File: src/rtl/req_seq_pkg.sv
// Shared types and constants for the two-channel request sequencer.
package req_seq_pkg;

  typedef enum logic [1:0] {
    IDLE = 2'd0,
    REQ  = 2'd1,
    XFER = 2'd2,
    DROP = 2'd3
  } chan_state_e;

  localparam logic [2:0] REQ_ON  = 3'b001;
  localparam logic [2:0] REQ_OFF = 3'b000;

endpackage

File: src/rtl/req_seq_chan.sv
// One sequencer channel: job FIFO, request FSM and granted-cycle counter.
module req_chan
  import req_seq_pkg::*;
#(
  parameter int DEPTH = 4,
  parameter int LEN_W = 4
) (
  input  logic             clock,
  input  logic             reset,
  input  logic             job_valid_i,
  input  logic [LEN_W-1:0] job_len_i,
  output logic             job_ready_o,
  input  logic [2:0]       gnt_i,
  output logic [2:0]       req_o,
  output logic             done_o,
  output logic             busy_o
);

  localparam int AW = $clog2(DEPTH);
  localparam int PW = AW + 1;

  logic [LEN_W-1:0] mem_q [DEPTH];
  logic [PW-1:0]    wr_ptr_q, wr_ptr_d;
  logic [PW-1:0]    rd_ptr_q, rd_ptr_d;
  chan_state_e      state_q;
  logic [LEN_W-1:0] cnt_q;
  logic [2:0]       req_q;
  logic             done_q;
  logic             empty, full, push, pop, granted;

  // The extra pointer MSB tells a wrapped-full FIFO apart from an empty one.
  assign empty   = (wr_ptr_q == rd_ptr_q);
  assign full    = (wr_ptr_q[AW] != rd_ptr_q[AW]) &&
                   (wr_ptr_q[AW-1:0] == rd_ptr_q[AW-1:0]);
  assign push    = job_valid_i && !full;
  assign pop     = (state_q == IDLE) && !empty;
  assign granted = |gnt_i;

  assign wr_ptr_d = push ? wr_ptr_q + PW'(1) : wr_ptr_q;
  assign rd_ptr_d = pop  ? rd_ptr_q + PW'(1) : rd_ptr_q;

  // NOTE: storage is deliberately not reset; the pointers alone define validity.
  always_ff @(posedge clock) begin
    if (push) mem_q[wr_ptr_q[AW-1:0]] <= job_len_i;
  end

  always_ff @(posedge clock or posedge reset) begin
    if (reset) begin
      wr_ptr_q <= '0;
      rd_ptr_q <= '0;
    end else begin
      wr_ptr_q <= wr_ptr_d;
      rd_ptr_q <= rd_ptr_d;
    end
  end

  always_ff @(posedge clock or posedge reset) begin
    if (reset) begin
      state_q <= IDLE;
      cnt_q   <= '0;
      req_q   <= REQ_OFF;
      done_q  <= 1'b0;
    end else begin
      // NOTE: non-blocking default; a later assignment in the same cycle wins.
      done_q <= 1'b0;
      unique case (state_q)
        IDLE: begin
          if (pop) begin
            cnt_q   <= mem_q[rd_ptr_q[AW-1:0]];
            req_q   <= REQ_ON;
            state_q <= REQ;
          end
        end
        REQ: begin
          if (granted) begin
            if (cnt_q == '0) begin
              req_q   <= REQ_OFF;
              done_q  <= 1'b1;
              state_q <= DROP;
            end else begin
              state_q <= XFER;
            end
          end
        end
        XFER: begin
          // Entered with cnt_q >= 1, so the decrement cannot underflow.
          if (granted) begin
            cnt_q <= cnt_q - LEN_W'(1);
            if (cnt_q == LEN_W'(1)) begin
              req_q   <= REQ_OFF;
              done_q  <= 1'b1;
              state_q <= DROP;
            end
          end
        end
        DROP: begin
          if (!granted) state_q <= IDLE;
        end
        default: state_q <= IDLE;
      endcase
    end
  end

  assign job_ready_o = !full;
  assign req_o       = req_q;
  assign done_o      = done_q;
  assign busy_o      = !empty || (state_q != IDLE);

endmodule

File: src/rtl/req_sequencer.sv
// Two independent request-sequencer channels sharing clock and reset.
module req_sequencer
  import req_seq_pkg::*;
#(
  parameter int DEPTH = 4,
  parameter int LEN_W = 4
) (
  input  logic             clock,
  input  logic             reset,
  input  logic             job_valid_0,
  input  logic [LEN_W-1:0] job_len_0,
  output logic             job_ready_0,
  input  logic [2:0]       gnt_0,
  output logic [2:0]       req_0,
  output logic             done_0,
  input  logic             job_valid_1,
  input  logic [LEN_W-1:0] job_len_1,
  output logic             job_ready_1,
  input  logic [2:0]       gnt_1,
  output logic [2:0]       req_1,
  output logic             done_1,
  output logic             busy
);

  logic busy_0, busy_1;

  req_chan #(.DEPTH(DEPTH), .LEN_W(LEN_W)) u_chan_0 (
    .clock       (clock),
    .reset       (reset),
    .job_valid_i (job_valid_0),
    .job_len_i   (job_len_0),
    .job_ready_o (job_ready_0),
    .gnt_i       (gnt_0),
    .req_o       (req_0),
    .done_o      (done_0),
    .busy_o      (busy_0)
  );

  req_chan #(.DEPTH(DEPTH), .LEN_W(LEN_W)) u_chan_1 (
    .clock       (clock),
    .reset       (reset),
    .job_valid_i (job_valid_1),
    .job_len_i   (job_len_1),
    .job_ready_o (job_ready_1),
    .gnt_i       (gnt_1),
    .req_o       (req_1),
    .done_o      (done_1),
    .busy_o      (busy_1)
  );

  assign busy = busy_0 | busy_1;

endmodule

File: config.mk
export PLATFORM = sky130hd
export DESIGN_NAME = req_sequencer
export DESIGN_NICKNAME = d
export VERILOG_FILES = /design/src/rtl/req_seq_pkg.sv /design/src/rtl/req_seq_chan.sv /design/src/rtl/req_sequencer.sv
export SDC_FILE = /design/constraint.sdc
export NUM_CORES = 1
export LEC_CHECK = 0
export ABC_AREA = 1
export BUFFER_PORTS_ARGS = -buffer_cell sky130_fd_sc_hd__clkbuf_2
export CAP_MARGIN = 0
export CORE_ASPECT_RATIO = 1.5
export CORE_MARGIN = 2
export CORE_UTILIZATION = 60
export CTS_BUF_LIST = sky130_fd_sc_hd__clkbuf_4
export DETAILED_ROUTE_END_ITERATION = 6
export PLACE_DENSITY = 0.8
export RECOVER_POWER = 25
export SLEW_MARGIN = 0
export SYNTH_ARGS = -nofsm -noshare
export SYNTH_HDL_FRONTEND = slang
export SYNTH_SLANG_ARGS = --single-unit
File: constraint.sdc
create_clock -name clock -period 2.78 [get_ports clock]
set_input_delay 0 -clock clock [delete_from_list [all_inputs] [get_ports clock]]
set_output_delay 0 -clock clock [all_outputs]
set_load 0.05 [all_outputs]
; After elaboration in Yosys (flattened, before gate mapping)
; Memory sizes are Yosys's and may differ from the RTL's.
; Index checks and enable logic that the tools add are counted.
[word_totals]
ff_bits = 32
ramBits = 32
elab_cells = 123
n_memories = 2
[op_classes]
addsub = 6
n_eq_ne = 26
mux = 46
n_bitwise = 1
n_reduce_logical = 30
[memory_table]
columns = memory, depth, word_bits, read_ports, rd_clocked_by_memory_dff, wr, line
row1 = u_chan_0.mem_q, 4, 4, 1, 0, 1, req_seq_chan.sv:22  ; logic [LEN_W-1:0] mem_q [DEPTH];
row2 = u_chan_1.mem_q, 4, 4, 1, 0, 1, req_seq_chan.sv:22
[op_table]
columns = cell, n
row1 = 3-bit 2-to-1 mux, 10
row2 = 2-bit 2-to-1 mux, 10
row3 = "2-bit by 1-bit != test with 1-bit output, second input constant", 10
row4 = 3-bit case mux with 3 select lines, 2
row5 = 4-bit 2-to-1 mux, 4
row6 = 2-bit case mux with 4 select lines, 2
row7 = 4-bit case mux with 2 select lines, 2
row8 = 1-bit 2-to-1 mux, 14
row9 = "3-bit by 1-bit adder with 3-bit output, second input constant", 4
row10 = 6-bit AND reduction, 2
row11 = 5-bit AND reduction, 2
row12 = "2-bit == test, second input constant", 4
row13 = "4-bit by 1-bit == test with 1-bit output, second input constant", 2
row14 = 4-bit logical NOT, 2
row15 = 2-bit nonzero test, 4
row16 = "4-bit by 1-bit subtractor with 4-bit output, second input constant", 2
row17 = 3-bit == test, 2
row18 = 1-bit logical AND, 6
row19 = 3-bit AND reduction, 2
row20 = 3-bit nonzero test, 2
row21 = 3-bit OR reduction, 2
row22 = "2-bit by 1-bit == test with 1-bit output, second input constant", 2
row23 = 2-bit == test, 2
row24 = 1-bit logical NOT, 4
row25 = 6 further kinds, 11

; Depth between registers and ports, before layout
; Gate-level depths: netlist (run 1).
[logic_depth]
depth_word = 6
depth_mapped = 9

; Hierarchy
; A second synthesis (run 1) with hierarchy kept.
[unflattened]
hier_cells = 408
hier_area_um2 = 3507.1
[modules_own_cells]
columns = module, instances, cells_each, area_per_inst_um2, seq_area_each_um2
row1 = req_chan at u_chan_1, 1, 201, 1762.9, 830.8
row2 = req_chan at u_chan_0, 1, 204, 1732.9, 830.8
row3 = req_sequencer, 1, 3, 11.3, 0.0

; Worst setup path after synthesis (run 1)
; Ideal clock, no wire load.
[synth_timing]
path_kind = register to register
from = reg u_chan_1.rd_ptr_q[0]
to = mem u_chan_1.mem_q[0][0] (enable)
arrival_time_ns = 1.287
setup_slack_ns = 1.238
path_stages_with_launch = 6
synth_period_minus_slack_ns = 1.542
cell_sequence = dfrtp_1 > buf_6 > xnor2_4 > nand4_4 > nand2_4 > nor2_1
[synth_via]
elab_chain_len = 6
[synth_lines]
columns = item, line
row1 = start: declaration, req_seq_chan.sv:24  ; logic [PW-1:0] rd_ptr_q, rd_ptr_d;
row2 = start signal: assignment, req_seq_chan.sv:53  ; rd_ptr_q <= rd_ptr_d;
row3 = 2-bit == test, req_seq_chan.sv:34  ; (wr_ptr_q[AW-1:0] == rd_ptr_q[AW-1:0]);
row4 = 1-bit logical AND, req_seq_chan.sv:33  ; assign full = (wr_ptr_q[AW] != rd_ptr_q[AW]) &&
row5 = 1-bit logical NOT, n/a
row6 = net job_ready_1, req_sequencer.sv:18  ; output logic job_ready_1,
row7 = 1-bit logical AND, req_seq_chan.sv:35  ; assign push = job_valid_i && !full;
row8 = 1-bit 2-to-1 mux, req_seq_chan.sv:44  ; if (push) mem_q[wr_ptr_q[AW-1:0]] <= job_len_i;
row9 = 1-bit 2-to-1 mux (implied by the code), req_seq_chan.sv:44
row10 = end: declaration, req_seq_chan.sv:22
; The timed path passes the listed nets, and every way through them passes these cells.

; Worst setup path in the final report (run 1)
[layout_timing]
from = reg u_chan_1.rd_ptr_q[0]
to = out busy
[layout_via]
elab_chain_len = 4
[layout_lines]
columns = item, line
row1 = 3-bit == test, req_seq_chan.sv:32  ; assign empty = (wr_ptr_q == rd_ptr_q);
row2 = 1-bit logical NOT, req_seq_chan.sv:107  ; assign busy_o = !empty || (state_q != IDLE);
row3 = 1-bit logical OR, req_seq_chan.sv:107
row4 = 1-bit bitwise OR, req_sequencer.sv:51  ; assign busy = busy_0 | busy_1;
row5 = end: declaration, req_sequencer.sv:22  ; output logic busy
; Every way passes these cells.

==> impl_metrics.csv, run 1 <==
group,metric,value,unit
outcome,status,"finished, final reports clean",
synthesis,avgSynthCellArea,9.265,um2
critical_path,ff2ff_setup_slack,1090,ps
critical_path,crit_path_end_kind,"primary output",
floorplan,dieArea,6233,um2
final_layout,final_core_util,69.97,%
timing,hold_viol,0,
cts,clockBufferDepth,2,
timing,max_slew_margin,28.04,%
timing,fmaxAchievable,504.2,MHz
cts,path_clk_slew,110,ps
synthesis,synth_seq_cells,60,
placed_design,gp_congestion,0.7962,
cts,cts-root-buf,"clkbuf_4",
power,power_leakage,1.798,nW
final_layout,layout_common_cells,"nand2_1 (102), inv_1 (41), nor2_1 (32), edfxtp_1 (32), nand3_1 (31)",
floorplan,die_height,95.70,um
synthesis,yosys-top-cells-area,"edfxtp_1 (29%), dfrtp_1 (21%), nand2_1 (11%), ha_1 (9.7%), nand3_1 (4.6%)",
cts,cts_max_level,3,
critical_path,timing.rr.start,"u_chan_1.rd_ptr_q[0]",
power,max-vdd-ir-drop,0.0008300,V
timing,min_period,1983,ps
global_routing,overflow,0,
floorplan,rows,33,
job,cap_viol_max_count,0,
detailed_routing,vias,2476,
critical_path,cp_slowest_stage_delay,580,ps
timing,tightestPinTransition,1078,ps
floorplan,start_util,61.71,%
synthesis,yosysWarnings,0,
synthesis,yosysTopAreaCellShare,28.57,%
global_routing,grt_pass1_vias,2393,
final_layout,syn_to_final_growth,13.39,%
timing,rsz0062_at_grt,"no",
timing,finalSetupTns,0,ps
global_routing,grt.met1_usage,19.84,%
final_layout,final_layout_size_suffix_gt1_share,12.53,%
cts,clock_latency,400,ps
floorplan,design.core.area,5450,um2
synthesis,synthCells,363,
placed_design,hpwl,4712,um
final_layout,seq_area,1662,um2
global_routing,grt_use_met3,3.743,%
critical_path,crit_end,"busy",
detailed_routing,routedWlPerCell,12.82,um
cts,cts_sinks,60,
final_layout,fin_nets,454,
critical_path,crit_path_cell_trace,"xnor2_4, nand4_4, or2_1, clkbuf_2",
final_layout,multi_input_area,1484,um2
placed_design,io_buffer_count,24,
synthesis,yosys.area.top_type,"edfxtp_1",
critical_path,crit_arrival,1980,ps
critical_path,worst_setup_path_start_kind,"register",
detailed_routing,drtIter0Drc,103,
detailed_routing,drc,0,
detailed_routing,routed_wl,6216,um
cts,post_cts_resized,0,
critical_path,crit_type,"register to primary output",
global_routing,grt-busiest-layer,"met2",
synthesis,synth-seq-area-share,49.40,%
global_routing,grt_max_degree,29,
timing,setup_viol_count_final,0,
global_routing,antenna_found_initial,0,
critical_path,path_max_fanout,11,
timing,fin_skew,8.098,ps
global_routing,grt_use_total,22.16,%
power,p_per_area,1174,nW/um2
critical_path,timing.rr.end,"u_chan_1.mem_q[1][0]",
floorplan,ioPinCount,29,
critical_path,critPathRequiredTime,2780,ps
global_routing,grt_use_met2,45.70,%
detailed_routing,first_pass_iters,4,
final_layout,layout_commonest_cell,"nand2_1",
final_layout,diodes,0,
timing,final_min_period_over_clock_period,71.34,%
cts,numCtsBuffers,9,
synthesis,synth_area,3363,um2
detailed_routing,ant_nets,0,
floorplan,die_w,65.13,um
cts,cts_tree,"built",
detailed_routing,vias_per_cell,5.105,
final_layout,fillers,442,
critical_path,crit_slowest_cell,"dfrtp_1",
global_routing,grt_pass1_wl,10150,um
timing,final_max_slew_viol_count,0,
critical_path,r2r_cells,4,
synthesis,ys_types,28,
critical_path,startpoint,"u_chan_1.rd_ptr_q[0]",
min_path,hp-class,"primary input to register",
==> registers in the layout (all words and copies together), names as in the netlist <==
name	cells
u_chan_0.cnt_q	4
u_chan_0.done_o	1
u_chan_0.mem_q	16
u_chan_0.rd_ptr_q	3
u_chan_0.req_o	1
u_chan_0.state_q	2
u_chan_0.wr_ptr_q	3
u_chan_1.cnt_q	4
u_chan_1.done_o	1
u_chan_1.mem_q	16
u_chan_1.rd_ptr_q	3
u_chan_1.req_o	1
u_chan_1.state_q	2
u_chan_1.wr_ptr_q	3
==> per-layer routing <==
| layer | share of wire, % | wire length (um) |
|---|---|---|
| met3 | 2.2 | 135 |
| met5 | 0 | 0 |
| met1 | 35 | 2183 |
| met2 | 60 | 3748 |
| met4 | 2.4 | 150 |
==> Yosys cell counts <==
cell type    n
or2_1        1
nor3_1       1
a21boi_0     1
nand2_1    102
xor2_2       1
o21ai_1      6
nand4_4      4
o21ai_0     13
inv_1       41
nand2_4      4
xor2_1       4
conb_1       1
nand3_1     31
xnor2_4      2
inv_2        6
nand2_2      2
buf_6        2
dfrtp_1     28
or2_2        1
a21oi_1      5
edfxtp_1    32
xnor2_1      3
buf_4        4
ha_1        26
nor2_1      32
a211oi_1     1
nand4_1      8
o21bai_1     1
==> power by group <==
part / switching, mW / internal [mW]
Clock: 0.339 / 0.278
Sequential: 0.315 / 1.26
Combinational: 1.46 / 0.828
Total: 2.11 / 2.37
==> critical path, delay by kind of cell (launching register included) <==
kind                   cells  cell delay, ps
flip-flops                 1             580
buffers and inverters      1             230
AND/OR/NAND/NOR            2             440
XOR/XNOR                   1             320
==> stage by stage <==
step / worst slack (ps) / total power [mW] / hold slack (ps) / instance area, um2 / cells
floorplan: 1238 / 3.401 / 65.41 / 3374 / 366
global placement: 1167 / 3.768 / 235.9 / 3530 / 454
detailed placement: 1128 / 3.865 / 240.0 / 3530 / 454
CTS: 756.4 / 4.510 / 43.60 / 3824 / 485
global route: 688.3 / 4.887 / 109.1 / 3814 / 485
finish: 796.7 / 4.479 / 70.28 / 3814 / 485
==> how the worst min path moves through the flow <==
stage	start	endpoint	slack, ps	depth (start not counted)
floorplan	reset	u_chan_0.cnt_q[0]	70	1
global placement	job_len_1[2]	u_chan_1.mem_q[3][2]	240	1
detailed placement	job_len_1[0]	u_chan_1.mem_q[0][0]	240	1
CTS	gnt_0[0]	u_chan_0.state_q[1]	40	6
global route	gnt_0[0]	u_chan_0.state_q[1]	110	6
finish	gnt_0[0]	u_chan_0.state_q[1]	70	6
==> final cells by class <==
cell class                 count  share of cell area [%]
timing repair buffer          39                   6.824
inverter                      47                   4.626
multi-input combinational    253                   38.91
sequential                    60                   43.57
clock buffer                   9                   1.772
clock inverter                 7                   2.001
tap                           70                   2.297
==> timing repair <==
item,in CTS,in global routing
setup buffers,0,0
hold buffers,15,0
endpoints found under the hold margin,68,0
==> logic make-up after synthesis <==
group	count (synthesis)	synth area share, %
XOR/XNOR	10	3.944
AO/OA/AOI/OAI	27	4.241
adder cells (fa/ha/maj)	26	9.673
AND/OR/NAND/NOR	186	25.82
buffers and inverters	53	6.808
flip-flops	60	49.40
other	1	0.1115
(Power assumes the default switching activity.)
==> run 2: changes to the inputs <==
ABC_AREA = 0   (was 1)
clock period = 1.9 ns   (was 2.78 ns; I/O delays follow)
==> run 2 against run 1 <==
Against the previous run:
- critical path depth increased by 4
- clock power increased by 25%
- via count decreased by 16%
- power increased by 48%
- synthesized area decreased by 5.3%
- critical path type is now register to register
- critical endpoint is now u_chan_1.state_q[0]
==> impl_metrics.csv, run 2 <==
group,metric,value,unit
final_layout,final_layout_size_suffix_gt1_share,28.25,%
final_layout,fin_cells,383,
placed_design,dpl_worst_slack,50.46,ps
synthesis,yosysWarnings,0,
min_path,hp-class,"primary input to register",
floorplan,ioPinCount,29,
timing,tightestPinTransition,695.2,ps
cts,numCtsBuffers,9,
synthesis,async_flop_share,46.67,%
synthesis,yosys_most_used_dff,"edfxtp_1",
critical_path,timing.rr.end,"u_chan_1.state_q[0]",
critical_path,timing.rr.start,"u_chan_1.state_q[0]",
timing,final_min_period_over_clock_period,96.23,%
min_path,min_path_cells,4,
timing,finalSetupTns,0,ps
floorplan,rows,32,
floorplan,design.core.area,5125,um2
final_layout,seq_area,1663,um2
global_routing,grt_max_degree,29,
power,power_leakage,1.628,nW
critical_path,worst_setup_path_start_kind,"register",
timing,fmaxAchievable,547.0,MHz
detailed_routing,drc,0,
final_layout,multi_input_area,1475,um2
min_path,hp-start,"gnt_0[2]",
final_layout,layout_commonest_cell,"edfxtp_1",
detailed_routing,vias_per_cell,5.452,
global_routing,grt_pass1_wl,9390,um
detailed_routing,ant_nets,0,
cts,cts-root-buf,"clkbuf_4",
synthesis,synth_edf_count,32,
final_layout,layout_common_cells,"edfxtp_1 (32), dfrtp_1 (27), ha_1 (23)",
timing,setup_viol_count_final,0,
synthesis,synth_seq_cells,60,
placed_design,gp_congestion,0.8293,
timing,max_slew_margin,53.65,%
power,p_per_area,1742,nW/um2
synthesis,synthCells,250,
detailed_routing,routed_wl,5797,um
floorplan,dieArea,5918,um2
final_layout,fillers,345,
synthesis,ys_types,44,
power,total_power,6.613,mW
global_routing,antenna_found_initial,0,
timing,whs,46.79,ps
synthesis,synth-seq-area-share,52.18,%
placed_design,io_buffer_count,24,
power,max-vdd-ir-drop,0.001091,V
synthesis,synth.most_common_cell,"edfxtp_1",
job,cap_viol_max_count,0,
synthesis,synth_area,3184,um2
detailed_routing,routedWlPerCell,15.14,um
placed_design,dp.cells,354,
cts,cts_max_level,3,
timing,final_max_slew_viol_count,0,
critical_path,crit_path_end_kind,"register",
detailed_routing,vias,2088,
floorplan,start_util,62.13,%
floorplan,die_height,93.23,um
synthesis,yosys-top-cells-area,"edfxtp_1 (30%), dfrtp_1 (22%), ha_1 (10%), mux4_1 (3.3%), xnor2_1 (3.3%)",
global_routing,overflow,0,
critical_path,ff2ff_setup_slack,70,ps
global_routing,grt_use_total,20.74,%
detailed_routing,first_pass_iters,4,
critical_path,critPathRequiredTime,2190,ps
placed_design,hpwl,4199,um
critical_path,crit_arrival,2120,ps
critical_path,r2r_cells,8,
synthesis,synth_top_cells_by_count,"edfxtp_1 (32), dfrtp_1 (28), ha_1 (26)",
global_routing,grt_pass1_vias,2084,
final_layout,diodes,0,
outcome,status,"finished, final reports clean",
synthesis,yosys.area.top_type,"edfxtp_1",
final_layout,syn_to_final_growth,19.21,%
cts,cts_tree,"built",
critical_path,path_max_fanout,5,
cts,cts_sinks,60,
critical_path,crit_type,"register to register",
synthesis,yosysTopAreaCellShare,30.18,%
floorplan,die_w,63.48,um
final_layout,fin_nets,354,
timing,hold_viol,0,
min_path,min_to,"u_chan_0.done_o",
detailed_routing,drtIter0Drc,95,
synthesis,avgSynthCellArea,12.74,um2
cts,path_clk_slew,110,ps
cts,clock_latency,390,ps
cts,clockBufferDepth,2,
timing,min_period,1828,ps
timing,fin_skew,9.031,ps
timing,setup_ws,71.68,ps
==> run 2: changes by cell type in the layout (fill, tap and decap cells not counted), sizes merged, moves of 13 or more <==
cell | previous run | this run
nand2 | 108 | 10
buf | 0 | 19
nor2 | 32 | 10
inv | 48 | 21
o21ai | 19 | 6
nand3 | 31 | 6
==> run 2: cell families after synthesis <==
logic type      share of synthesized area, %
simple gates                           10.65
compound gates                         7.898
fa+ha+maj                              10.22
flops                                  52.18
xor+xnor                               4.401
buf+inv                                4.440
mux                                    10.10
other cells                           0.1178
==> run 2: critical path, cell delays in order (launching register included) <==
cell     delay (ps)
dfrtp_1         390
inv_2            80
ha_2            210
buf_4           150
or2_2           300
mux2i_2         210
buf_4           150
a41o_1          160
o31ai_1          70
==> run 2: through the flow <==
step | cell area (um2) | util, %
floorplan | 3196 | -
global placement | 3473 | 67.77
detailed placement | 3473 | 67.77
CTS | 3717 | 72.53
global route | 3796 | 74.07
finish | 3796 | 74.07
==> run 2: worst max-delay path by stage <==
stage / end / cells past startpoint / from
2_1_floorplan: u_chan_1.cnt_q[1] / 7 / u_chan_1.state_q[0]
3_3_place_gp: u_chan_1.state_q[1] / 7 / u_chan_1.state_q[0]
3_5_place_dp: u_chan_1.cnt_q[1] / 6 / u_chan_1.state_q[0]
4_1_cts: busy / 6 / u_chan_1.state_q[1]
5_1_grt: u_chan_1.state_q[1] / 7 / u_chan_1.state_q[0]
6_report: u_chan_1.state_q[0] / 8 / u_chan_1.state_q[0]
==> run 2: layout make-up <==
cell class                 count  share of cell area (%)
sequential                    60                   43.80
multi-input combinational    163                   38.86
clock buffer                   9                   1.780
inverter                      21                   2.076
clock inverter                 7                   1.417
timing repair buffer          55                   9.822
tap                           68                   2.241
==> run 2: repair_timing <==
item                                    in CTS  in global routing
gates resized for setup                      4                 16
endpoints found under the setup margin       1                 12
endpoints found under the hold margin       61                  0
hold buffers                                11                  0
pin swaps                                    0                  2
setup buffers                                0                  2
==> run 2: layer usage <==
layer	wire, um	vias up	track usage (%)
met5	0	-	0
met4	102	0	9.239
met3	179	12	4.813
met2	3197	44	37.19
met1	2318	1003	23.22
li1	-	1029	-
==> run 2: report_power, final <==
part / switching, mW / total [mW] / internal (mW)
Combinational: 1.91 / 3.59 / 1.68
Clock: 0.501 / 0.772 / 0.271
Sequential: 0.386 / 2.25 / 1.86
Total: 2.80 / 6.61 / 3.81
